File: src/rtl/reduce_and_scheduler.sv
// reduce_and_scheduler
//   Shares one external 8-operand reduce-AND datapath among Port_Num requesters.
//   A requester is granted round-robin for a whole packet. Its words load operand
//   slots a..h. Unused slots stay all-ones so the AND is unaffected. After a burst
//   closes, the captured datapath result is returned on a valid/ready channel.
// Ports
//   clk, reset              clock; synchronous active-high reset
//   req_valid/data/last     per-port word stream (port p data at [p*WIDTH +: WIDTH])
//   req_ready               per-port accept, one-hot or zero
//   dp_a..dp_h, dp_q        operand slots out, combinational datapath result in
//   res_valid/ready         result handshake
//   res_data/port/last      captured q, issuing port, 1 = burst closed by req_last
module reduce_and_scheduler #(
  parameter int Port_Num = 2,
  parameter int WIDTH    = 8,
  localparam int PW      = (Port_Num > 1) ? $clog2(Port_Num) : 1
) (
  input  logic                      clk,
  input  logic                      reset,
  input  logic [Port_Num-1:0]       req_valid,
  input  logic [Port_Num*WIDTH-1:0] req_data,
  input  logic [Port_Num-1:0]       req_last,
  output logic [Port_Num-1:0]       req_ready,
  output logic [WIDTH-1:0]          dp_a,
  output logic [WIDTH-1:0]          dp_b,
  output logic [WIDTH-1:0]          dp_c,
  output logic [WIDTH-1:0]          dp_d,
  output logic [WIDTH-1:0]          dp_e,
  output logic [WIDTH-1:0]          dp_f,
  output logic [WIDTH-1:0]          dp_g,
  output logic [WIDTH-1:0]          dp_h,
  input  logic [WIDTH-1:0]          dp_q,
  output logic                      res_valid,
  input  logic                      res_ready,
  output logic [WIDTH-1:0]          res_data,
  output logic [PW-1:0]             res_port,
  output logic                      res_last
);
  typedef enum logic [1:0] {S_IDLE, S_LOAD, S_ISSUE, S_RESP} state_t;

  state_t                r_state;
  logic [7:0][WIDTH-1:0] r_slot;
  logic [2:0]            r_cnt;
  logic [PW-1:0]         r_rr;
  logic [PW-1:0]         r_grant;
  logic                  r_close_last;
  logic [WIDTH-1:0]      r_res_data;
  logic [PW-1:0]         r_res_port;
  logic                  r_res_last;

  logic [PW-1:0]         w_pick;
  logic                  w_found;
  logic [WIDTH-1:0]      w_word;
  logic                  w_valid;
  logic                  w_lastin;
  logic [PW-1:0]         w_rr_next;

  // First valid port at or after the rr pointer, wrapping.
  always_comb begin
    w_pick  = r_rr;
    w_found = 1'b0;
    for (int k = 0; k < Port_Num; k++) begin
      int idx;
      idx = int'(r_rr) + k;
      if (idx >= Port_Num) idx = idx - Port_Num;
      if (!w_found && req_valid[idx]) begin
        w_found = 1'b1;
        w_pick  = PW'(idx);
      end
    end
  end

  // Granted port's word stream and ready decode.
  always_comb begin
    w_word    = '0;
    w_valid   = 1'b0;
    w_lastin  = 1'b0;
    req_ready = '0;
    for (int p = 0; p < Port_Num; p++) begin
      if (r_grant == PW'(p)) begin
        w_word       = req_data[p*WIDTH +: WIDTH];
        w_valid      = req_valid[p];
        w_lastin     = req_last[p];
        req_ready[p] = (r_state == S_LOAD);
      end
    end
  end

  assign w_rr_next = (r_grant == PW'(Port_Num - 1)) ? '0 : r_grant + 1'b1;

  always_ff @(posedge clk) begin
    if (reset) begin
      r_state      <= S_IDLE;
      r_slot       <= '1;
      r_cnt        <= '0;
      r_rr         <= '0;
      r_grant      <= '0;
      r_close_last <= 1'b0;
      r_res_data   <= '0;
      r_res_port   <= '0;
      r_res_last   <= 1'b0;
    end else begin
      case (r_state)
        S_IDLE: begin
          if (|req_valid) begin
            r_grant <= w_pick;
            r_state <= S_LOAD;
          end
        end
        S_LOAD: begin
          if (w_valid) begin
            r_slot[r_cnt] <= w_word;
            r_cnt         <= r_cnt + 3'd1;
            // Burst closes on packet end or once all eight slots are filled.
            if (w_lastin || r_cnt == 3'd7) begin
              r_close_last <= w_lastin;
              r_state      <= S_ISSUE;
            end
          end
        end
        S_ISSUE: begin
          r_res_data <= dp_q;
          r_res_port <= r_grant;
          r_res_last <= r_close_last;
          r_state    <= S_RESP;
        end
        S_RESP: begin
          if (res_ready) begin
            r_slot <= '1;
            r_cnt  <= '0;
            // Packet done: advance rr. Otherwise the same port continues with a new burst.
            if (r_res_last) begin
              r_rr    <= w_rr_next;
              r_state <= S_IDLE;
            end else begin
              r_state <= S_LOAD;
            end
          end
        end
        default: r_state <= S_IDLE;
      endcase
    end
  end

  assign dp_a      = r_slot[0];
  assign dp_b      = r_slot[1];
  assign dp_c      = r_slot[2];
  assign dp_d      = r_slot[3];
  assign dp_e      = r_slot[4];
  assign dp_f      = r_slot[5];
  assign dp_g      = r_slot[6];
  assign dp_h      = r_slot[7];
  assign res_valid = (r_state == S_RESP);
  assign res_data  = r_res_data;
  assign res_port  = r_res_port;
  assign res_last  = r_res_last;
endmodule

File: config.mk
export PLATFORM = sky130hd
export DESIGN_NAME = reduce_and_scheduler
export DESIGN_NICKNAME = d
export VERILOG_FILES = /design/src/rtl/reduce_and_scheduler.sv
export SDC_FILE = /design/constraint.sdc
export NUM_CORES = 1
export LEC_CHECK = 0
export CELL_PAD_IN_SITES_DETAIL_PLACEMENT = 1
export CELL_PAD_IN_SITES_GLOBAL_PLACEMENT = 2
export CORE_UTILIZATION = 30
export CTS_BUF_LIST = sky130_fd_sc_hd__clkbuf_2 sky130_fd_sc_hd__clkbuf_4 sky130_fd_sc_hd__clkbuf_8
export DETAILED_ROUTE_END_ITERATION = 12
export HOLD_SLACK_MARGIN = 0.05
export PLACE_DENSITY_LB_ADDON = 0.1
export SYNTH_ARGS = -nofsm -noshare
export SYNTH_HDL_FRONTEND = slang
export SYNTH_SLANG_ARGS = --single-unit
File: constraint.sdc
create_clock -name clk -period 5.1 [get_ports clk]
set_input_delay 1.02 -clock clk [delete_from_list [all_inputs] [get_ports clk]]
set_output_delay 1.02 -clock clk [all_outputs]
set_load 0.01 [all_outputs]
==> impl_metrics.json <==
{
  "status": "finished clean",
  "wire_per_inst_um": 16.5,
  "tritoncts.num_buffers": 9,
  "ys_warn_count": 0,
  "crit_family": "flip-flops",
  "yosysTopAreaCell": "dfxtp_1",
  "whs_ns": 0.501,
  "final_cell_count_no_fill": 580,
  "r2r_setup_slack_ns": 2.52,
  "num_rows": 38,
  "dieWidth_um": 110,
  "postSynthCellCount": 332,
  "final-setup-viol-count": 0,
  "arrival_ns": 2.09,
  "syn_avg_cell_area_um2": 10.5,
  "grt_pass1_vias": 2845,
  "layout-drive-gt1-share": 0.0818,
  "core_um2": 11100,
  "cp.required_ns": 4.08,
  "dp_hpwl_um": 6330,
  "p_per_area_nw_per_um2": 383,
  "drc": 0,
  "cts-root-buf": "clkbuf_8",
  "cts-htree-levels": 3,
  "fmax_mhz": 322,
  "p_leak_nw": 1.81,
  "cts_tree": "built",
  "finalHoldViolations": 0,
  "overflow": 0,
  "multi_input_area_um2": 1730,
  "place_ws_ns": 2.17,
  "ir_drop_mv": 0.131,
  "path_clk_slew_ns": 0.09,
  "path_buf_inv": 1,
  "antenna_found_initial": 0,
  "syn_area_um2": 3480,
  "cp_slowest_cell": "dfxtp_1",
  "yosys-top-cells-area": "dfxtp_1 47%, mux2i_1 22%, nor2_1 9.1%",
  "fillers": 1264,
  "port_buffers": 107,
  "grt_pass1_wl_um": 15200,
  "clock-sinks": 82,
  "drt-initial-drc-count": 80,
  "totalWireLength_um": 9600,
  "cts_setup_buffers": 0,
  "postCtsHoldBufs": 0,
  "final_cell_area_um2": 4880,
  "nets": 474,
  "skew_ns": 0.00800,
  "critPathKind": "reg -> out",
  "grt_usage": 0.169,
  "pin_count": 108,
  "register_area_um2": 1640,
  "firstDrtPassIters": 4,
  "critPathMaxFanout": 23,
  "dpl_cell_area_um2": 4650,
  "min_period_over_period": 0.610,
  "critPathMaxStageDelay_ns": 0.96,
  "dp_cells": 565,
  "synth_fp_nets": 370,
  "final.setup.tns_ns": 0,
  "holdCritPathClass": "reg -> reg",
  "max_cap_viol_count": 0,
  "cts_resized": 0,
  "start_util": 0.314,
  "num_antenna_cells": 0,
  "rsz0062_at_grt": "false",
  "gp_congestion": 0.720,
  "vias_per_cell": 4.65,
  "clkLatencyLatePin_ns": 0.35,
  "synth-seq-area-share": 0.472,
  "clockBufferDepth": 2,
  "syn2layout_area_growth_pct": 40.2,
  "ant_nets": 0,
  "final-max-slew-violation-count": 0,
  "grt_start_max_net_pins": 85,
  "timing.final.crit_period_ns": 3.11,
  "vias": 2696,
  "synthDistinctLibCells": 30,
  "relSlewSlack": 0.298,
  "start_kind": "flop",
  "worst_slew_pin_slew_ns": 1.05,
  "path_cells": "and2_1 -> clkdlybuf4s50_1",
  "synth-seq-cells": 82,
  "worstSetupEndpointType": "primary output",
  "die-area_um2": 12000,
  "yosys.area.top_type_share": 0.472,
  "timing.final.ws_setup_ns": 1.99,
  "die_h_um": 110
}
synth_stat cells (all sizes together):
master / n
nor2: 92
dfxtp: 82
mux2i: 79
clkbuf: 12
a211oi: 8
a31oi: 8
inv: 8
ha: 7
a21oi: 6
nor2b: 6
buf: 4
nand2b: 3
and2b: 2
nand2: 2
nand3b: 2
a21o: 1
a221oi: 1
a32o: 1
a32oi: 1
and2: 1
mux2: 1
nand3: 1
nor4b: 1
o31a: 1
o31ai: 1
or2: 1
power by group:
group | switching (mW) | internal, mW | leakage [nW]
Combinational | 0.304 | 0.259 | 1.03
Sequential | 0.0632 | 0.711 | 0.666
Clock | 0.243 | 0.290 | 0.113
Total | 0.610 | 1.26 | 1.81
cells in the final DEF (no fill, tap or decap), types with 2 or more instances in the layout:
cell | synthesis | layout
nand3b_1 | 2 | 2
buf_4 | 0 | 2
and2b_1 | 2 | 2
a21oi_1 | 6 | 6
nor2_8 | 8 | 8
clkinv_4 | 0 | 2
dfxtp_1 | 82 | 82
clkbuf_8 | 0 | 10
bufinv_16 | 0 | 2
inv_1 | 8 | 8
ha_1 | 7 | 7
nor2b_1 | 6 | 6
nor2_1 | 84 | 84
a31oi_1 | 8 | 8
nand2_1 | 2 | 2
a211oi_2 | 8 | 8
clkdlybuf4s50_1 | 0 | 106
mux2i_1 | 78 | 78
nand2b_1 | 3 | 3
cells by family (layout without fill, tap and decap cells):
family          after synthesis  count (layout)  share of synthesized area
fa+ha+maj                     7               7                     0.0252
simple gates                111             111                      0.171
compound gates               28              28                     0.0683
flops                        82              82                      0.472
buf+inv                      24             132                     0.0320
mux                          80              80                      0.232
final cells by class:
| cell class | count | share of cell area |
|---|---|---|
| flip-flops and latches | 82 | 0.336 |
| multi-input cells | 226 | 0.354 |
| clock buffers | 10 | 0.0282 |
| well taps | 140 | 0.0359 |
| clock inverters | 5 | 0.0177 |
| inverters | 8 | 0.00616 |
| repair buffers | 109 | 0.222 |
tightest hold or removal path: cells and delay by family (launching register included):
family / cells / cell delay [ns]
flip-flops: 1 / 0.33
multiplexers: 1 / 0.07
AND/OR/NAND/NOR: 1 / 0.07
per-stage QoR:
step	util	total power [mW]
6_report	0.440	1.87
4_1_cts	0.440	1.90
5_1_grt	0.440	1.98
2_1_floorplan	-	1.14
3_3_place_gp	0.420	1.35
3_5_place_dp	0.420	1.36
path summary, 6_finish.rpt:
| kind | start | end | depth (start not counted) |
|---|---|---|---|
| worst max-delay path | r_grant | req_ready[1] | 2 |
| worst min-delay path | res_data[7] | res_data[7] | 2 |
| worst min register to register | res_data[7] | res_data[7] | 2 |
| worst max register to register | r_state[0] | dp_d[1] | 4 |
state kept, by name, indices dropped and copies added, names as in the netlist, 2 cells and up:
signal / flops
dp_a: 8
dp_b: 8
dp_c: 8
dp_d: 8
dp_e: 8
dp_f: 8
dp_g: 8
dp_h: 8
r_cnt: 3
r_state: 2
res_data: 8
per-layer routing:
layer,track usage,share of wire
met3,0.0433,0.049
met1,0.239,0.51
met2,0.253,0.43
met5,0,0
met4,0.0486,0.011
(Power assumes the default switching activity.)
